<file path="src/rtl/yuv422_to_rgb.sv">
// yuv422_to_rgb
//   Converts one beat of four YUV422 pixels into four RGB888 pixels through a
//   three-stage pipeline. Every stage has its own valid flag.
//     S1: the Y/U/V bytes are registered, with D = U-128 and E = V-128 held as
//         9-bit signed values.
//     S2: the rounded chroma products for each U/V pair are registered.
//     S3: the clamped RGB pixels are registered. S3 drives rgb_o and
//         rgb_valid_o.
//
// Ports
//   clk_i        clock; all state changes on the rising edge
//   reset_i      asynchronous, active-high; clears every stage flag and data
//                register
//   yuv_i        64-bit beat, bytes MSB first: Y0,U0,Y1,V0,Y2,U2,Y3,V2
//   yuv_valid_i  yuv_i holds a beat
//   yuv_ready_o  the block takes a beat this cycle
//   rgb_o        96-bit beat, pixel0 at [95:72]; each pixel is {R,G,B}
//   rgb_valid_o  rgb_o holds a beat
//   rgb_ready_i  downstream takes rgb_o this cycle
//
// Handshake: a beat moves across an interface on a rising edge only when the
// valid and ready for that interface are both 1. A producer holds valid and
// data stable until the beat is taken. The ready of this block is combinational
// and depends only on the S3 valid flag and rgb_ready_i. It never depends on
// yuv_valid_i. The pipeline uses a global stall. All stages move together
// unless a beat in S3 is blocked, so empty stages are filled as the pipeline
// advances.
module yuv422_to_rgb #(
  parameter int PIXEL_PER_CLK = 4
) (
  input  logic        clk_i,
  input  logic        reset_i,
  input  logic [63:0] yuv_i,
  input  logic        yuv_valid_i,
  output logic        yuv_ready_o,
  output logic [95:0] rgb_o,
  output logic        rgb_valid_o,
  input  logic        rgb_ready_i
);

  localparam int NUM_PIX   = PIXEL_PER_CLK;
  localparam int NUM_PAIRS = PIXEL_PER_CLK / 2;

  logic                advance;

  logic                s1_valid_q, s1_valid_d;
  logic        [7:0]   s1_y_q [NUM_PIX];
  logic        [7:0]   s1_y_d [NUM_PIX];
  logic signed [8:0]   s1_d_q [NUM_PAIRS];
  logic signed [8:0]   s1_d_d [NUM_PAIRS];
  logic signed [8:0]   s1_e_q [NUM_PAIRS];
  logic signed [8:0]   s1_e_d [NUM_PAIRS];

  logic                s2_valid_q, s2_valid_d;
  logic        [7:0]   s2_y_q [NUM_PIX];
  logic        [7:0]   s2_y_d [NUM_PIX];
  logic signed [17:0]  s2_r_q [NUM_PAIRS];
  logic signed [17:0]  s2_r_d [NUM_PAIRS];
  logic signed [17:0]  s2_g_q [NUM_PAIRS];
  logic signed [17:0]  s2_g_d [NUM_PAIRS];
  logic signed [17:0]  s2_b_q [NUM_PAIRS];
  logic signed [17:0]  s2_b_d [NUM_PAIRS];

  logic                s3_valid_q, s3_valid_d;
  logic        [95:0]  s3_rgb_q, s3_rgb_d;

  // Sign-extends a chroma offset to the 18-bit arithmetic width.
  function automatic logic signed [17:0] sx9(input logic signed [8:0] v);
    return {{9{v[8]}}, v};
  endfunction

  function automatic logic [7:0] clamp8(input logic signed [17:0] v);
    if (v < 0)
      return 8'd0;
    else if (v > 18'sd255)
      return 8'hFF;
    else
      return v[7:0];
  endfunction

  // The chroma terms already include the +128 rounding offset. The >>> on a
  // signed operand is a floor shift.
  function automatic logic [23:0] pix_rgb(input logic        [7:0]  y,
                                          input logic signed [17:0] rt,
                                          input logic signed [17:0] gt,
                                          input logic signed [17:0] bt);
    logic signed [17:0] yx;
    logic signed [17:0] r;
    logic signed [17:0] g;
    logic signed [17:0] b;
    yx = {10'd0, y};
    r  = yx + (rt >>> 8);
    g  = yx - (gt >>> 8);
    b  = yx + (bt >>> 8);
    return {clamp8(r), clamp8(g), clamp8(b)};
  endfunction

  // Only a blocked beat in S3 stalls the pipeline.
  assign advance     = !(s3_valid_q && !rgb_ready_i);
  assign yuv_ready_o = advance;
  assign rgb_o       = s3_rgb_q;
  assign rgb_valid_o = s3_valid_q;

  always_comb begin
    s1_valid_d = s1_valid_q;
    s2_valid_d = s2_valid_q;
    s3_valid_d = s3_valid_q;
    s1_y_d     = s1_y_q;
    s1_d_d     = s1_d_q;
    s1_e_d     = s1_e_q;
    s2_y_d     = s2_y_q;
    s2_r_d     = s2_r_q;
    s2_g_d     = s2_g_q;
    s2_b_d     = s2_b_q;
    s3_rgb_d   = s3_rgb_q;

    if (advance) begin
      s1_valid_d = yuv_valid_i;
      s2_valid_d = s1_valid_q;
      s3_valid_d = s2_valid_q;

      // Pair p holds bytes Y(2p), U(2p), Y(2p+1), V(2p), starting at the MSB.
      for (int p = 0; p < NUM_PAIRS; p++) begin
        s1_y_d[2*p]   = yuv_i[63-32*p -: 8];
        s1_y_d[2*p+1] = yuv_i[47-32*p -: 8];
        s1_d_d[p]     = $signed({1'b0, yuv_i[55-32*p -: 8]}) - 9'sd128;
        s1_e_d[p]     = $signed({1'b0, yuv_i[39-32*p -: 8]}) - 9'sd128;
      end

      s2_y_d = s1_y_q;
      for (int p = 0; p < NUM_PAIRS; p++) begin
        s2_r_d[p] = 18'sd359 * sx9(s1_e_q[p]) + 18'sd128;
        s2_g_d[p] = 18'sd88 * sx9(s1_d_q[p]) + 18'sd183 * sx9(s1_e_q[p]) + 18'sd128;
        s2_b_d[p] = 18'sd454 * sx9(s1_d_q[p]) + 18'sd128;
      end

      for (int k = 0; k < NUM_PIX; k++) begin
        s3_rgb_d[95-24*k -: 24] = pix_rgb(s2_y_q[k], s2_r_q[k/2], s2_g_q[k/2], s2_b_q[k/2]);
      end
    end
  end

  always_ff @(posedge clk_i or posedge reset_i) begin
    if (reset_i) begin
      s1_valid_q <= 1'b0;
      s2_valid_q <= 1'b0;
      s3_valid_q <= 1'b0;
      s3_rgb_q   <= '0;
      for (int k = 0; k < NUM_PIX; k++) begin
        s1_y_q[k] <= '0;
        s2_y_q[k] <= '0;
      end
      for (int p = 0; p < NUM_PAIRS; p++) begin
        s1_d_q[p] <= '0;
        s1_e_q[p] <= '0;
        s2_r_q[p] <= '0;
        s2_g_q[p] <= '0;
        s2_b_q[p] <= '0;
      end
    end else begin
      s1_valid_q <= s1_valid_d;
      s2_valid_q <= s2_valid_d;
      s3_valid_q <= s3_valid_d;
      s3_rgb_q   <= s3_rgb_d;
      s1_y_q     <= s1_y_d;
      s1_d_q     <= s1_d_d;
      s1_e_q     <= s1_e_d;
      s2_y_q     <= s2_y_d;
      s2_r_q     <= s2_r_d;
      s2_g_q     <= s2_g_d;
      s2_b_q     <= s2_b_d;
    end
  end

endmodule

</file>
<file path="config.mk">
export PLATFORM = sky130hd
export DESIGN_NAME = yuv422_to_rgb
export DESIGN_NICKNAME = d
export VERILOG_FILES = /design/src/rtl/yuv422_to_rgb.sv
export SDC_FILE = /design/constraint.sdc
export NUM_CORES = 1
export LEC_CHECK = 0
export ABC_AREA = 1
export CAP_MARGIN = 15
export CORE_MARGIN = 2
export CORE_UTILIZATION = 39
export CTS_CLUSTER_SIZE = 16
export DETAILED_ROUTE_END_ITERATION = 10
export PLACE_DENSITY = 0.53
export SETUP_SLACK_MARGIN = 0.5
export SYNTH_ARGS = -nofsm -noshare
export SYNTH_HDL_FRONTEND = slang
export SYNTH_SLANG_ARGS = --single-unit
</file>
<file path="constraint.sdc">
create_clock -name clk_i -period 18.5 [get_ports clk_i]
set_clock_uncertainty 0.1 [all_clocks]
set_input_delay 3.7 -clock clk_i [delete_from_list [all_inputs] [get_ports clk_i]]
set_output_delay 3.7 -clock clk_i [all_outputs]
set_load 0.01 [all_outputs]
</file>
Yosys cells after proc, flatten, opt, wreduce, memory -nomap -nowiden
Index checks and enable logic that the tools add are counted.
{"block": "op_classes", "n_mux": 24, "n_lt_le_gt_ge": 24, "add_sub_neg": 24, "reduce_logical": 3, "multipliers": 8}
{"op": "two-way mux 8 bit", "n": 24}
{"op": "> comparator 11 x 9 -> 1 bit (second input constant)", "n": 12}
{"op": "< comparator 11 x 1 -> 1 bit (second input constant)", "n": 12}
{"op": "adder 18 x 9 -> 18 bit (second input constant)", "n": 6}
{"op": "adder 9 x 10 -> 11 bit", "n": 8}
{"op": "subtractor 9 x 10 -> 11 bit", "n": 4}
{"op": "adder 17 x 18 -> 18 bit", "n": 2}
{"op": "multiplier 10 x 9 -> 18 bit (first input constant)", "n": 2}
{"op": "multiplier 9 x 9 -> 18 bit (first input constant)", "n": 2}
{"op": "subtractor 8 x 8 -> 9 bit (second input constant)", "n": 4}
{"op": "multiplier 9 x 9 -> 17 bit (first input constant)", "n": 2}
{"op": "multiplier 5 x 9 -> 14 bit (first input constant)", "n": 2}
{"op": "zero test 1 bit", "n": 2}
{"op": "logical AND 1 bit", "n": 1}
{"block": "totals", "register_bits": 307, "in_bits": 68}

Depth between registers and ports, before layout
Gate-level depths: netlist of run 1.
{"block": "depth", "ltp_word": 4, "depth_mapped": 25, "ltp_nobuf": 25}

Least setup slack after synthesis of run 1
OpenSTA, ideal clock, no wires.
{"block": "synth_timing", "path_kind": "input to output", "from": "in rgb_ready_i", "to": "out yuv_ready_o", "path_stages": 4, "required_time_ns": 14.700, "n_path_buf": 2, "arrival_ns": 4.492, "setup_slack_ns": 10.208, "cell_sequence": "nor2_2 > inv_1 > clkbuf_1 > clkbuf_1"}
{"block": "synth_between", "elab_chain_len": 3}
{"item": "start, declared", "line": "38", "rtl": "input logic rgb_ready_i"}
{"item": "zero test 1 bit", "line": "99", "rtl": "assign advance = !(s3_valid_q && !rgb_ready_i);"}
{"item": "logical AND 1 bit", "line": "99"}
{"item": "zero test 1 bit", "line": "99"}
{"item": "end, declared", "line": "35", "rtl": "output logic yuv_ready_o,"}
No other way between the ends.

Final worst setup path of run 1
Same ends and word-level chain as after synthesis.

==> flow_metrics.env, run 1 <==
export IMPL_yosysSeqAreaShare_pct=24.54
export IMPL_final_antenna_net_count=0
export IMPL_cts_buffers_inserted=35
export IMPL_synth_commonest_cells="nand2_1, inv_1, ha_1"
export IMPL_ys_top_cells_by_area="dfrtp_1, ha_1, nand2_1"
export IMPL_finalCriticalPeriod_ns=9.964
export IMPL_die_y_um=262.2
export IMPL_die_area_sq_um=68750
export IMPL_ctsHoldBuffers=0
export IMPL_antenna_found_initial=0
export IMPL_drtIter0Drc=1237
export IMPL_critical_path_startpoint_type="input pin"
export IMPL_hold_depth=2
export IMPL_end_kind="primary output"
export IMPL_whs_endpoint="s2_y_q[13]"
export IMPL_syn_inst=3388
export IMPL_ys_types=43
export IMPL_hold_viol=0
export IMPL_yosys_cell_count_top_type="nand2_1"
export IMPL_min_delay_path_class="reg2reg"
export IMPL_ys_flop_type="dfrtp_1"
export IMPL_rsz0062_at_grt="false"
export IMPL_crit_fanout=118
export IMPL_synth_edf_count=0
export IMPL_cp_common_cell="clkdlybuf4s50_1"
export IMPL_clk_latency_ns=0.55
export IMPL_slew_headroom_pct=35.59
export IMPL_io_pins=166
export IMPL_hpwl_um=53790
export IMPL_dr_pass1_iters=7
export IMPL_wl_um=67400
export IMPL_critPathSlowestCell="nor2_4"
export IMPL_grt_max_degree=130
export IMPL_worstMarginPinSlew_ns=0.9638
export IMPL_ys_async_sr_fraction_pct=100.0
export IMPL_ys_ff_latch=255
export IMPL_netlist_area_sq_um=26000
export IMPL_grt_overflow_total=0
export IMPL_reg2reg_to="s2_g_q[16]"
export IMPL_grt_pass1_wl_um=111200
export IMPL_initial_core_util_pct=39.48
export IMPL_wire_per_inst_um=15.19
export IMPL_postCtsSetupBuffers=0
export IMPL_crit_path_cell_trace="clkdlybuf4s50_1 > nor2_4 > inv_6 > clkdlybuf4s50_1"
export IMPL_hp_start="s1_y_q[13]"
export IMPL_cp_slowest_stage_delay_ns=0.76
export IMPL_crit_arrival_ns=6.16
export IMPL_avgSynthCellArea_sq_um=7.674
export IMPL_syn2layout_area_growth_pct=14.58
export IMPL_grt_use_total_pct=19.71
export IMPL_place_congestion=0.8894
export IMPL_die_width_um=262.2
export IMPL_status="finished clean"
export IMPL_yosysTopAreaCellShare_pct=24.54
export IMPL_cts_path_max_buffers=3
export IMPL_core_area_sq_um=65860
export IMPL_finalSetupTns_ns=0
export IMPL_drc_errors=0
export IMPL_cts_sinks=255
export IMPL_maxCapViolCount=0
export IMPL_synth_top_area_cell="dfrtp_1"
export IMPL_reg2reg_slack_ns=12.93
export IMPL_crit_required_ns=14.70
export IMPL_timing_rr_start="s1_d_q[4]"
export IMPL_num_antenna_cells=0
export IMPL_r2r_cells=23
export IMPL_max_freq_ghz=0.1004
export IMPL_finalSetupViolations=0
export IMPL_vias=21250
export IMPL_drv_slew=0
export IMPL_synth_fp_nets=4000
export IMPL_io_buffers=165
export IMPL_postCtsResizedCells=0
export IMPL_via_per_inst=4.788
export IMPL_grt_pass1_vias=20850
export IMPL_root_buffer="clkbuf_16"
export IMPL_drive_gt1_share_pct=3.834
export IMPL_clk_pin_slew_ns=0.06
export IMPL_min_period_over_period_pct=53.86
export IMPL_yosysWarningCount=0
export IMPL_htree_levels=2
export IMPL_rows=94
export IMPL_cts_tree="yes"
export IMPL_worstSetupPathType="in2out"
export IMPL_nNetsFinal=4159
## layout make-up
cell class | count | area [sq um]
well taps | 864 | 1081
multi-input cells | 2534 | 17370
repair buffers | 171 | 1697
clock buffers | 46 | 1028
inverters | 550 | 2077
clock inverters | 17 | 155.1
flip-flops and latches | 255 | 6381
fillers | 6788 | 36070
## sequential cells by signal (all words and copies together), names as in the netlist
| register | cells |
|---|---|
| s1_y_q | 32 |
| s2_y_q | 32 |
| s2_g_q | 20 |
| s2_valid_q | 1 |
| s1_d_q | 16 |
| s2_b_q | 20 |
| rgb_valid_o | 1 |
| s1_valid_q | 1 |
| rgb_o | 96 |
| s2_r_q | 20 |
| s1_e_q | 16 |
## cells by family (layout without fill, tap and decap cells)
logic type,Yosys count,count (layout),synth area share (%)
AOI/OAI and AO/OA,421,421,9.244
xor gates and xnor gates,121,121,4.105
adders and majority gates,544,544,30.51
buffers and inverters,599,784,8.667
DFF,255,255,24.54
and+or+nand+nor,1448,1448,22.93
## worst max-delay path: cells and delay by family
kind,cells,cell delay (ns)
buffers and inverters,3,1.57
AND/OR/NAND/NOR,1,0.76
## cells in the final DEF (no fill, tap or decap), drive strengths merged
cell / Yosys / final
nand2: 1013 / 1013
inv: 550 / 552
ha: 394 / 394
dfrtp: 255 / 255
nand3: 196 / 196
o21ai: 173 / 173
clkdlybuf4s50: 0 / 165
a21oi: 162 / 162
fa: 150 / 150
nor2: 141 / 141
xor2: 67 / 67
xnor2: 54 / 54
clkbuf: 45 / 46
nand4: 40 / 40
or2: 28 / 28
o21bai: 23 / 23
a21o: 17 / 17
nor3: 15 / 15
a31oi: 12 / 12
nand3b: 11 / 11
clkinv: 0 / 8
a211oi: 7 / 7
o31ai: 6 / 6
clkinvlp: 0 / 6
buf: 4 / 6
o22ai: 5 / 5
o21a: 4 / 4
o211a: 3 / 3
a22oi: 3 / 3
a22o: 2 / 2
nor4: 2 / 2
a21boi: 2 / 2
and2: 1 / 1
nor3b: 1 / 1
o311ai: 1 / 1
o211ai: 1 / 1
bufinv: 0 / 1
## worst max path at each step
stage	startpoint	end	slack [ns]
2_1_floorplan	reset_i	rgb_o[0]	7.69
4_1_cts	rgb_ready_i	yuv_ready_o	8.54
5_1_grt	rgb_ready_i	yuv_ready_o	8.35
6_report	rgb_ready_i	yuv_ready_o	8.54
3_3_place_gp	rgb_ready_i	yuv_ready_o	8.56
3_5_place_dp	rgb_ready_i	yuv_ready_o	8.54
## metrics by stage
step	hold slack, ns	utilization (%)	std cells	cell area (sq um)	setup WS, ns
after floorplan	0.3400	-	3388	26000	7.687
after global placement	0.3517	43.43	4374	28610	8.559
after detailed placement	0.3560	43.43	4374	28610	8.536
after CTS	0.3714	45.23	4437	29790	8.536
after global routing	0.3852	45.23	4437	29790	8.354
final	0.3694	45.23	4437	29790	8.536
## layer usage
| layer | track usage (%) | share of wire, % | vias up |
|---|---|---|---|
| met5 | 0 | 0 | - |
| met4 | 3.378 | 1.4 | 0 |
| met3 | 2.760 | 3.9 | 60 |
| met2 | 28.63 | 40 | 307 |
| met1 | 31.05 | 54 | 9720 |
| li1 | - | - | 11160 |
Power of run 1 is left out: the tool's default activity adds up to more than one toggle a clock period on the data nets, which glitch-free logic cannot reach.
==> run 2, diff against run 1 <==
==> constraint.sdc (replaced) <==
create_clock -name clk_i -period 10 [get_ports clk_i]
set_clock_uncertainty 0.1 [all_clocks]
set_input_delay 2 -clock clk_i [delete_from_list [all_inputs] [get_ports clk_i]]
set_output_delay 2 -clock clk_i [all_outputs]
set_load 0.01 [all_outputs]
==> run 2 against run 1 <==
  * Cell count shrank 0.16%
  * Global-route usage shrank 0.35 points
  * Via count shrank 0.65%
  * Wire length shrank 0.95%
  * Cell area shrank 0.44%
  * Highest routed layer unchanged
  * Critical path depth is the same
  * Non-clock buffer count shrank 1
  * Clock-buffer cell count shrank 5
  * Largest cell class unchanged
  * Sequential share of layout area grew 0.095 points
  * First-iteration DRC count shrank 3.4%
  * Worst setup slack lost 4.5 ns
  * Critical endpoint unchanged
  * Sequential cell count is the same
==> flow_metrics.env, run 2 (synthesis gave the netlist of run 1 again) <==
export IMPL_status="finished clean"
export IMPL_largest_reg_flops=96
export IMPL_dr_pass1_iters=5
export IMPL_crit_fanout=117
export IMPL_antenna_found_initial=0
export IMPL_vias=21110
export IMPL_slew_headroom_pct=38.79
export IMPL_clk_latency_ns=0.60
export IMPL_clk_pin_slew_ns=0.06
export IMPL_rsz0062_at_grt="false"
export IMPL_place_congestion=0.8683
export IMPL_finalSetupViolations=0
export IMPL_crit_required_ns=7.90
export IMPL_grt_use_total_pct=19.37
export IMPL_cts_sinks=255
export IMPL_max_freq_ghz=0.1666
export IMPL_critical_path_startpoint_type="input pin"
export IMPL_crit_arrival_ns=3.90
export IMPL_fin_cells=4430
export IMPL_drc_errors=0
export IMPL_worstMarginPinSlew_ns=0.9181
export IMPL_grt_pass1_wl_um=109400
export IMPL_die_y_um=262.2
export IMPL_htree_levels=1
export IMPL_maxCapViolCount=0
export IMPL_hpwl_um=53260
export IMPL_wire_per_inst_um=15.07
export IMPL_nNetsFinal=4154
export IMPL_io_pins=166
export IMPL_syn2layout_area_growth_pct=14.07
export IMPL_worstSetupPathType="in2out"
export IMPL_num_antenna_cells=0
export IMPL_grt_overflow_total=0
export IMPL_core_area_sq_um=65860
export IMPL_ctsHoldBuffers=0
export IMPL_postCtsSetupBuffers=0
export IMPL_min_delay_path_class="reg2reg"
export IMPL_die_area_sq_um=68750
export IMPL_finalSetupTns_ns=0
export IMPL_drive_gt1_share_pct=3.477
export IMPL_drtIter0Drc=1195
export IMPL_min_period_over_period_pct=60.02
export IMPL_rows=94
export IMPL_die_width_um=262.2
export IMPL_layout_commonest_cell="nand2_1"
export IMPL_end_kind="primary output"
export IMPL_hold_viol=0
export IMPL_via_per_inst=4.765
export IMPL_initial_core_util_pct=39.48
export IMPL_fill_cells=6793
export IMPL_final_antenna_net_count=0
export IMPL_cts_tree="yes"
export IMPL_multiInputGateArea_sq_um=17370
export IMPL_root_buffer="clkbuf_16"
export IMPL_placed_cells=4373
export IMPL_final_cell_mix="nand2_1, inv_1, ha_1"
export IMPL_cts_path_max_buffers=3
export IMPL_grt_max_degree=164
export IMPL_grt_pass1_vias=20490
export IMPL_cts_buffers_inserted=31
export IMPL_drv_slew=0
export IMPL_finalCriticalPeriod_ns=6.002
export IMPL_io_buffers=165
export IMPL_wl_um=66760
export IMPL_postCtsResizedCells=0
export IMPL_seq_area_sq_um=6381
run 2: cell count changes in the layout (fill, tap and decap cells not counted), moves of 2 or more:
| cell | before | now |
|---|---|---|
| clkbuf_1 | 1 | 7 |
| clkbuf_8 | 9 | 3 |
| buf_4 | 6 | 4 |
| bufinv_16 | 1 | 4 |
| clkinvlp_4 | 6 | 2 |
| clkbuf_16 | 36 | 31 |
run 2: cell type report:
cell class | count | share of cell area, %
clock buffer | 41 | 2.843
timing repair buffer | 170 | 5.737
clock inverter | 16 | 0.6877
tap | 864 | 3.645
multi-input combinational | 2534 | 58.57
inverter | 550 | 7.003
sequential | 255 | 21.52
run 2: final timing paths:
path / cells past startpoint / slack [ns] / endpoint / start
setup / recovery: 4 / 4.00 / yuv_ready_o / rgb_ready_i
hold reg to reg: 2 / 0.37 / s2_y_q[5] / s1_y_q[5]
setup reg to reg: 23 / 4.52 / s2_g_q[16] / s1_d_q[4]
min in group asynchronous: 2 / 1.85 / s2_y_q[21] / reset_i
max in group asynchronous: 3 / 6.48 / s2_b_q[10] / reset_i
hold / removal: 2 / 0.37 / s2_y_q[5] / s1_y_q[5]
run 2: routing by layer:
metal	up-vias	track usage [%]	part of all wire (%)
met3	49	2.347	3.7
met5	-	0	0
met4	0	2.703	1.1
met2	294	28.76	41
li1	11140	-	-
met1	9623	30.43	54
run 2: per-stage QoR:
step / area, sq um / util [%] / hold slack [ns] / setup WS (ns)
2_1_floorplan: 26000 / - / 0.3400 / 0.8866
3_5_place_dp: 28610 / 43.44 / 0.3502 / 3.934
3_3_place_gp: 28610 / 43.44 / 0.3483 / 3.960
4_1_cts: 29660 / 45.03 / 0.3697 / 3.945
6_report: 29660 / 45.03 / 0.3664 / 3.998
5_1_grt: 29660 / 45.03 / 0.3875 / 3.876
run 2: worst max-delay path: stages:
cell	delay [ns]
clkdlybuf4s50_1	0.51
nor2_4	0.07
inv_6	0.61
clkdlybuf4s50_1	0.68
Power of run 2 is left out for the same reason.
